[src/rtl/trap_seq.sv]
// trap_seq: multicycle sequencer for trap/CP0 instructions (syscall, break, teq, eret, mfc0, mtc0).
// Latency: start to done is 4 cycles when a CP0 write fires, 2 cycles otherwise.
// Backpressure: none; start is dropped while busy, with no queueing.
module trap_seq #(
  parameter int unsigned PC_STEP = 4
) (
  input  logic        clk,
  input  logic        rst,
  input  logic        start,
  input  logic [31:0] instr,
  input  logic [31:0] pc,
  input  logic [31:0] rs_val,
  input  logic [31:0] rt_val,
  input  logic [31:0] cp0_rdata,
  input  logic [31:0] exc_addr,
  input  logic [31:0] status,
  output logic        cp0_ena,
  output logic        cp0_mfc0,
  output logic        cp0_mtc0,
  output logic        cp0_exception,
  output logic        cp0_eret,
  output logic [4:0]  cp0_cause,
  output logic [4:0]  cp0_addr,
  output logic [31:0] cp0_pc,
  output logic [31:0] cp0_wdata,
  output logic        pc_we,
  output logic [31:0] pc_wdata,
  output logic        rf_we,
  output logic [4:0]  rf_waddr,
  output logic [31:0] rf_wdata,
  output logic        busy,
  output logic        done,
  output logic        illegal
);

  typedef enum logic [2:0] {
    S_IDLE,
    S_ARM,
    S_FIRE,
    S_SETTLE,
    S_COMMIT
  } state_t;

  typedef enum logic [2:0] {
    K_ILL,
    K_SYSCALL,
    K_BREAK,
    K_TEQ,
    K_ERET,
    K_MFC0,
    K_MTC0
  } kind_t;

  localparam logic [4:0] CAUSE_SYSCALL = 5'b01000;
  localparam logic [4:0] CAUSE_BREAK   = 5'b01001;
  localparam logic [4:0] CAUSE_TEQ     = 5'b01101;

  // Classify an instruction word by opcode, rs field and funct field.
  function automatic kind_t decode(input logic [31:0] w);
    kind_t k;
    k = K_ILL;
    if (w[31:26] == 6'h00) begin
      case (w[5:0])
        6'h0C:   k = K_SYSCALL;
        6'h0D:   k = K_BREAK;
        6'h34:   k = K_TEQ;
        default: k = K_ILL;
      endcase
    end else if (w[31:26] == 6'h10) begin
      if (w[25:21] == 5'h10 && w[5:0] == 6'h18) k = K_ERET;
      else if (w[25:21] == 5'h00)               k = K_MFC0;
      else if (w[25:21] == 5'h04)               k = K_MTC0;
      else                                      k = K_ILL;
    end
    return k;
  endfunction

  // Exception cause code carried to CP0 for each trapping instruction.
  function automatic logic [4:0] cause_of(input kind_t k);
    logic [4:0] c;
    case (k)
      K_SYSCALL: c = CAUSE_SYSCALL;
      K_BREAK:   c = CAUSE_BREAK;
      K_TEQ:     c = CAUSE_TEQ;
      default:   c = 5'b00000;
    endcase
    return c;
  endfunction

  state_t      state;
  kind_t       kind_q;
  logic        eq_q;
  logic [31:0] pc_q;
  logic [4:0]  rt_idx_q;

  kind_t       in_kind;
  logic        in_trap;
  logic        cp0_write_req;
  logic        go_fire;
  logic        go_commit;
  logic        redirect;
  logic [31:0] commit_pc;

  // Status bits above bit 0 and the shamt field never influence the sequence.
  logic unused_bits;
  assign unused_bits = ^{status[31:1], instr[10:6]};

  // Decode the incoming word and work out the next-state decisions for ARM and SETTLE.
  always_comb begin
    in_kind = decode(instr);
    in_trap = (in_kind == K_SYSCALL) || (in_kind == K_BREAK) ||
              ((in_kind == K_TEQ) && (rs_val == rt_val));

    cp0_write_req = (kind_q == K_ERET) || (kind_q == K_MTC0) ||
                    (kind_q == K_SYSCALL) || (kind_q == K_BREAK) ||
                    ((kind_q == K_TEQ) && eq_q);

    go_fire   = (state == S_ARM) && cp0_write_req && status[0];
    go_commit = ((state == S_ARM) && !go_fire) || (state == S_SETTLE);

    // Only a fired trap or eret reaches SETTLE with a redirect target from CP0.
    redirect  = (state == S_SETTLE) &&
                ((kind_q == K_SYSCALL) || (kind_q == K_BREAK) ||
                 (kind_q == K_TEQ) || (kind_q == K_ERET));
    commit_pc = redirect ? exc_addr : (pc_q + 32'(PC_STEP));
  end

  // Sequencer FSM with all outputs registered; reset clears everything at once.
  always_ff @(posedge clk or posedge rst) begin
    if (rst) begin
      state         <= S_IDLE;
      kind_q        <= K_ILL;
      eq_q          <= 1'b0;
      pc_q          <= '0;
      rt_idx_q      <= '0;
      cp0_ena       <= 1'b0;
      cp0_mfc0      <= 1'b0;
      cp0_mtc0      <= 1'b0;
      cp0_exception <= 1'b0;
      cp0_eret      <= 1'b0;
      cp0_cause     <= '0;
      cp0_addr      <= '0;
      cp0_pc        <= '0;
      cp0_wdata     <= '0;
      pc_we         <= 1'b0;
      pc_wdata      <= '0;
      rf_we         <= 1'b0;
      rf_waddr      <= '0;
      rf_wdata      <= '0;
      busy          <= 1'b0;
      done          <= 1'b0;
      illegal       <= 1'b0;
    end else begin
      case (state)
        S_IDLE: begin
          if (start) begin
            state    <= S_ARM;
            busy     <= 1'b1;
            kind_q   <= in_kind;
            eq_q     <= (rs_val == rt_val);
            pc_q     <= pc;
            rt_idx_q <= instr[20:16];
            // Commands go out during ARM so CP0 sees them stable before the strobe.
            if (in_kind != K_ILL) begin
              cp0_mfc0      <= (in_kind == K_MFC0);
              cp0_mtc0      <= (in_kind == K_MTC0);
              cp0_eret      <= (in_kind == K_ERET);
              cp0_exception <= in_trap;
              cp0_cause     <= cause_of(in_kind);
              cp0_addr      <= instr[15:11];
              cp0_pc        <= pc;
              cp0_wdata     <= rt_val;
            end
          end
        end
        S_ARM: begin
          if (go_fire) begin
            state   <= S_FIRE;
            cp0_ena <= 1'b1;
          end
        end
        S_FIRE: begin
          state   <= S_SETTLE;
          cp0_ena <= 1'b0;
        end
        S_SETTLE: begin
          // Commit entry below captures exc_addr as the redirect target.
        end
        S_COMMIT: begin
          state    <= S_IDLE;
          busy     <= 1'b0;
          done     <= 1'b0;
          illegal  <= 1'b0;
          pc_we    <= 1'b0;
          pc_wdata <= '0;
          rf_we    <= 1'b0;
          rf_waddr <= '0;
          rf_wdata <= '0;
          cp0_mfc0 <= 1'b0;
        end
        default: begin
          state <= S_IDLE;
        end
      endcase

      // Shared entry into COMMIT from ARM (no write) or SETTLE (after a write).
      if (go_commit) begin
        state         <= S_COMMIT;
        done          <= 1'b1;
        illegal       <= (kind_q == K_ILL);
        pc_we         <= (kind_q != K_ILL);
        pc_wdata      <= (kind_q != K_ILL) ? commit_pc : 32'h0;
        rf_we         <= (kind_q == K_MFC0);
        rf_waddr      <= (kind_q == K_MFC0) ? rt_idx_q : 5'h0;
        rf_wdata      <= (kind_q == K_MFC0) ? cp0_rdata : 32'h0;
        cp0_mtc0      <= 1'b0;
        cp0_exception <= 1'b0;
        cp0_eret      <= 1'b0;
        cp0_cause     <= '0;
        cp0_addr      <= '0;
        cp0_pc        <= '0;
        cp0_wdata     <= '0;
      end
    end
  end

endmodule

[config.mk]
export PLATFORM = sky130hd
export DESIGN_NAME = trap_seq
export DESIGN_NICKNAME = d
export VERILOG_FILES = /design/src/rtl/trap_seq.sv
export SDC_FILE = /design/constraint.sdc
export NUM_CORES = 1
export LEC_CHECK = 0
export ABC_AREA = 1
export CAP_MARGIN = 20
export CORE_ASPECT_RATIO = 0.8
export CORE_MARGIN = 4
export CORE_UTILIZATION = 30
export CTS_CLUSTER_DIAMETER = 50
export CTS_CLUSTER_SIZE = 28
export DETAILED_ROUTE_END_ITERATION = 16
export MAX_ROUTING_LAYER = met4
export PLACE_DENSITY = 0.66
export RECOVER_POWER = 100
export SETUP_SLACK_MARGIN = 0.05
export SLEW_MARGIN = 15
export SYNTH_ARGS = -nofsm -noshare
export SYNTH_HDL_FRONTEND = slang
export SYNTH_SLANG_ARGS = --single-unit
export TNS_END_PERCENT = 30
[constraint.sdc]
create_clock -name clk -period 7.85 [get_ports clk]
set_input_delay 2.355 -clock clk [delete_from_list [all_inputs] [get_ports clk]]
set_output_delay 2.355 -clock clk [all_outputs]
set_load 0.005 [all_outputs]
==> summary.md <==
Power and ir drop
* **logic gate share of total power** 33.2%
* **Sw Ratio** 38.5%
* **proportion of power drawn by the clock network** 26.8%
* **static power due to leakage** 6.99 nW
* **sequential fraction of design power** 40.0%
* **Int Power** 2.05 mW
* **switching power summed over all nets** 1.28 mW
* **worst supply voltage drop on vdd** 0.000175 V
* **cell area power density** 243 mW/mm2

Timing
* **setup repair after global routing missed its margin** no
* **slew at the pin closest to its max-slew limit** 2530 ps
* **Final Cycle Share** 69.0%
* **Fin Setup TNS** 0 ps
* **slack of the critical path** 2430 ps
* **remaining max-slew budget at the tightest pin** -68.4%
* **final count of pins violating max slew** 142
* **Fin Hold WS** 478 ps
* **Hold Violations, Final** 0
* **number of endpoints failing setup at the final stage** 0
* **highest clock frequency the design can meet** 185 MHz
* **final worst clock skew** 10.1 ps
* **Final Critical Period** 5420 ps

Floorplanning
* **starting utilization of the core area** 30.5%
* **top-level port count** 380
* **Die Y** 168 um
* **full die area** 0.0351 mm2
* **floorplan row count** 58
* **Die W** 208 um
* **Placeable Area** 0.0316 mm2

Yosys
* **average footprint of a synthesized cell** 8.36 um2
* **post-synthesis sequential element count** 195
* **mapped cell area** 0.00964 mm2
* **number of synthesis warnings** 0
* **Cells after Synth** 1154
* **count of different cell masters after synthesis** 39
* **share of synthesized area occupied by flip-flops and latches** 50.6%

Critical path
* **Critical-path top delay cell** sky130_fd_sc_hd__clkbuf_2
* **largest driver fanout on the critical path** 100
* **cell-by-cell listing of the critical path** dlygate4sd3_1 -> inv_8 -> clkbuf_2
* **crit end category** asynchronous set/reset pin
* **Setup Crit Path Kind** in -> async
* **worst path arrival time** 5430 ps
* **data required time at the worst endpoint** 7860 ps
* **nature of the critical path startpoint** primary input
* **maximum cell stage delay along the critical path** 1830 ps

GRT
* **antenna violations before repair** 2
* **vias in the first global route** 8896
* **GRT Residual Overflow** 0
* **maximum number of pins on one net before global-route repair** 101
* **global-route usage over all layers** 18.5%
* **first-pass GRT wire length** 50100 um

Clock network
* **Gates resized, CTS repair** 0
* **TritonCTS Buffers** 17
* **Max Buffers Root-to-Sink** 2
* **clock-pin transition on the worst setup and hold timing paths** 80 ps
* **buffer cell driving the clock tree root** sky130_fd_sc_hd__clkbuf_16
* **number of hold buffers added after cts** 0
* **clock tree sinks** 195
* **clock insertion delay at the later pin of the skew report** 430 ps
* **CTS tree** built
* **H-tree levels** 4
* **Post-CTS Setup Inserts** 0

Placement
* **setup slack after placement** 2460 ps
* **placed cell count** 1864
* **port buffer count** 341
* **final weighted congestion in routability-driven placement** 0.886
* **half-perimeter wire length after detailed placement** 24000 um

Final layout
* **fraction of the core area covered by cells at the end of the flow** 43.4%
* **non-filler instance count after layout** 1899
* **post-synthesis to final-layout area growth** 42.1%
* **fraction of final layout cells sized beyond drive strength 1** 4.81%
* **number of nets in the layout** 1692

Drt
* **final routed DRC violation total** 0
* **detailed route wirelength on metal2** 14800 um
* **overall routed net length** 32200 um
* **vias after detailed routing** 8856
* **drt initial violations** 486
* **Via-to-Cell Ratio** 4.66
* **detailed-route wire length on metal 1** 14300 um
* **1st-pass router iterations** 7
* **highest metal layer used by the detailed router** met4
* **wire per inst** 17.0 um
* **post-route ant nets** 0
* **metal3 WL** 2520 um

Run status
* **result of the run** finished, violations left
* **failing checks** max-capacitance violations, max-slew violations

Job
* **Max-cap violations** 2

Worst hold path
* **Hold/Removal Path Class** reg -> reg

## layout make-up
class | instances | area, um2
Tap cell | 420 | 526
Clock inverter | 14 | 174
Clock buffer | 18 | 429
Multi-Input combinational cell | 780 | 3750
Sequential cell | 195 | 4880
Inverter | 123 | 469
Timing Repair Buffer | 347 | 3470
Antenna cell | 2 | 5.00
Fill cell | 3183 | 17900
## logic make-up after synthesis
| group | after synthesis | synth area share [%] |
|---|---|---|
| fa+ha+maj | 1 | 0.130 |
| flops | 195 | 50.6 |
| xor+xnor | 36 | 3.27 |
| compound gates | 164 | 9.81 |
| buf+inv | 180 | 8.38 |
| other cells | 1 | 0.0389 |
| simple gates | 577 | 27.8 |
## metrics by stage
step | cell area [um2] | total power [mW]
floorplan | 9650 | 2.02
global placement | 13300 | 2.49
detailed placement | 13300 | 2.51
CTS | 13900 | 3.42
global route | 13700 | 3.58
finish | 13700 | 3.33
## cell usage in the layout (no fill, tap or decap), types with 17 or more instances in the layout
master	Yosys	final
sky130_fd_sc_hd__inv_1	116	116
sky130_fd_sc_hd__nor2_1	76	78
sky130_fd_sc_hd__xnor2_1	28	28
sky130_fd_sc_hd__dlygate4sd3_1	0	155
sky130_fd_sc_hd__o21ai_0	92	124
sky130_fd_sc_hd__dfrtp_1	195	195
sky130_fd_sc_hd__nand3_1	136	155
sky130_fd_sc_hd__clkbuf_16	0	17
sky130_fd_sc_hd__clkdlybuf4s50_1	0	186
sky130_fd_sc_hd__nand2_1	291	295
## power by group through the flow
stage | combinational, mW | sequential, mW | clock [mW]
floorplan | 0.697 | 1.32 | 0
global placement | 1.15 | 1.35 | 0
detailed placement | 1.16 | 1.35 | 0
CTS | 1.16 | 1.34 | 0.927
global route | 1.25 | 1.36 | 0.970
finish | 1.11 | 1.33 | 0.894
## registers in the layout (all words and copies together), names as in the netlist, 3 cells and up
name	count
pc_q	32
rf_waddr	5
cp0_cause	3
cp0_pc	32
kind_q	3
pc_wdata	32
rt_idx_q	5
cp0_addr	5
rf_wdata	32
cp0_wdata	32
state	3
## synth_stat cells
cell type                     n  area share (%)
sky130_fd_sc_hd__a22oi_1      2            0.16
sky130_fd_sc_hd__nand3b_1     3            0.23
sky130_fd_sc_hd__nand3_1    136             7.1
sky130_fd_sc_hd__ha_1         1            0.13
sky130_fd_sc_hd__nor3_1       7            0.36
sky130_fd_sc_hd__o21bai_1     1           0.078
sky130_fd_sc_hd__o31ai_2      2            0.26
sky130_fd_sc_hd__o221ai_1     1           0.091
sky130_fd_sc_hd__buf_6        8            0.93
sky130_fd_sc_hd__a21oi_1     13            0.67
sky130_fd_sc_hd__o21ai_2     18             1.6
sky130_fd_sc_hd__o21ai_1     23             1.2
sky130_fd_sc_hd__o211ai_1     3            0.23
sky130_fd_sc_hd__nand2_1    291              11
sky130_fd_sc_hd__o21ai_0     92             4.8
sky130_fd_sc_hd__buf_2       31             1.6
sky130_fd_sc_hd__nand2_4      6            0.70
sky130_fd_sc_hd__nand4_1      9            0.58
sky130_fd_sc_hd__or2_1        1           0.065
sky130_fd_sc_hd__inv_1      116             4.5
sky130_fd_sc_hd__nand3_2     22             2.3
sky130_fd_sc_hd__inv_2        7            0.27
sky130_fd_sc_hd__nand2_2      7            0.45
sky130_fd_sc_hd__nand4_2      1            0.13
sky130_fd_sc_hd__dfrtp_1    195              51
sky130_fd_sc_hd__conb_1       1           0.039
sky130_fd_sc_hd__buf_4        9            0.70
sky130_fd_sc_hd__clkbuf_1     9            0.35
sky130_fd_sc_hd__a2bb2oi_1    1           0.091
sky130_fd_sc_hd__or2_2        3            0.19
sky130_fd_sc_hd__xor2_1       8            0.73
sky130_fd_sc_hd__xnor2_1     28             2.5
sky130_fd_sc_hd__nor2_1      76             3.0
sky130_fd_sc_hd__nor2_2      10            0.65
sky130_fd_sc_hd__nor2_8       1            0.21
sky130_fd_sc_hd__a22o_1       4            0.36
sky130_fd_sc_hd__nor2_4       3            0.35
sky130_fd_sc_hd__nand3b_4     1            0.21
sky130_fd_sc_hd__o22ai_1      4            0.26
## critical path: cells and delay by family
family	cells	cell delay, ps
buf+inv	3	2890
## metal layers
metal,GRT usage [%],up-vias
met3,5.48,26
met4,5.05,0
li1,-,4329
met2,29.0,325
met5,-,-
met1,23.6,4176
## final timing paths
path                         startpoint            end  slack (ps)  cells after the start
min                        pc_wdata[20]   pc_wdata[20]         480                      2
max                                 rst   pc_wdata[14]        2430                      3
max reg2reg                   kind_q[2]   rf_wdata[11]        4530                     10
min reg2reg                pc_wdata[20]   pc_wdata[20]         480                      2
max in group clk               instr[0]  cp0_exception        2550                     12
min in group asynchronous           rst  cp0_wdata[18]        2500                      2
Power figures use the tool's default switching activity.
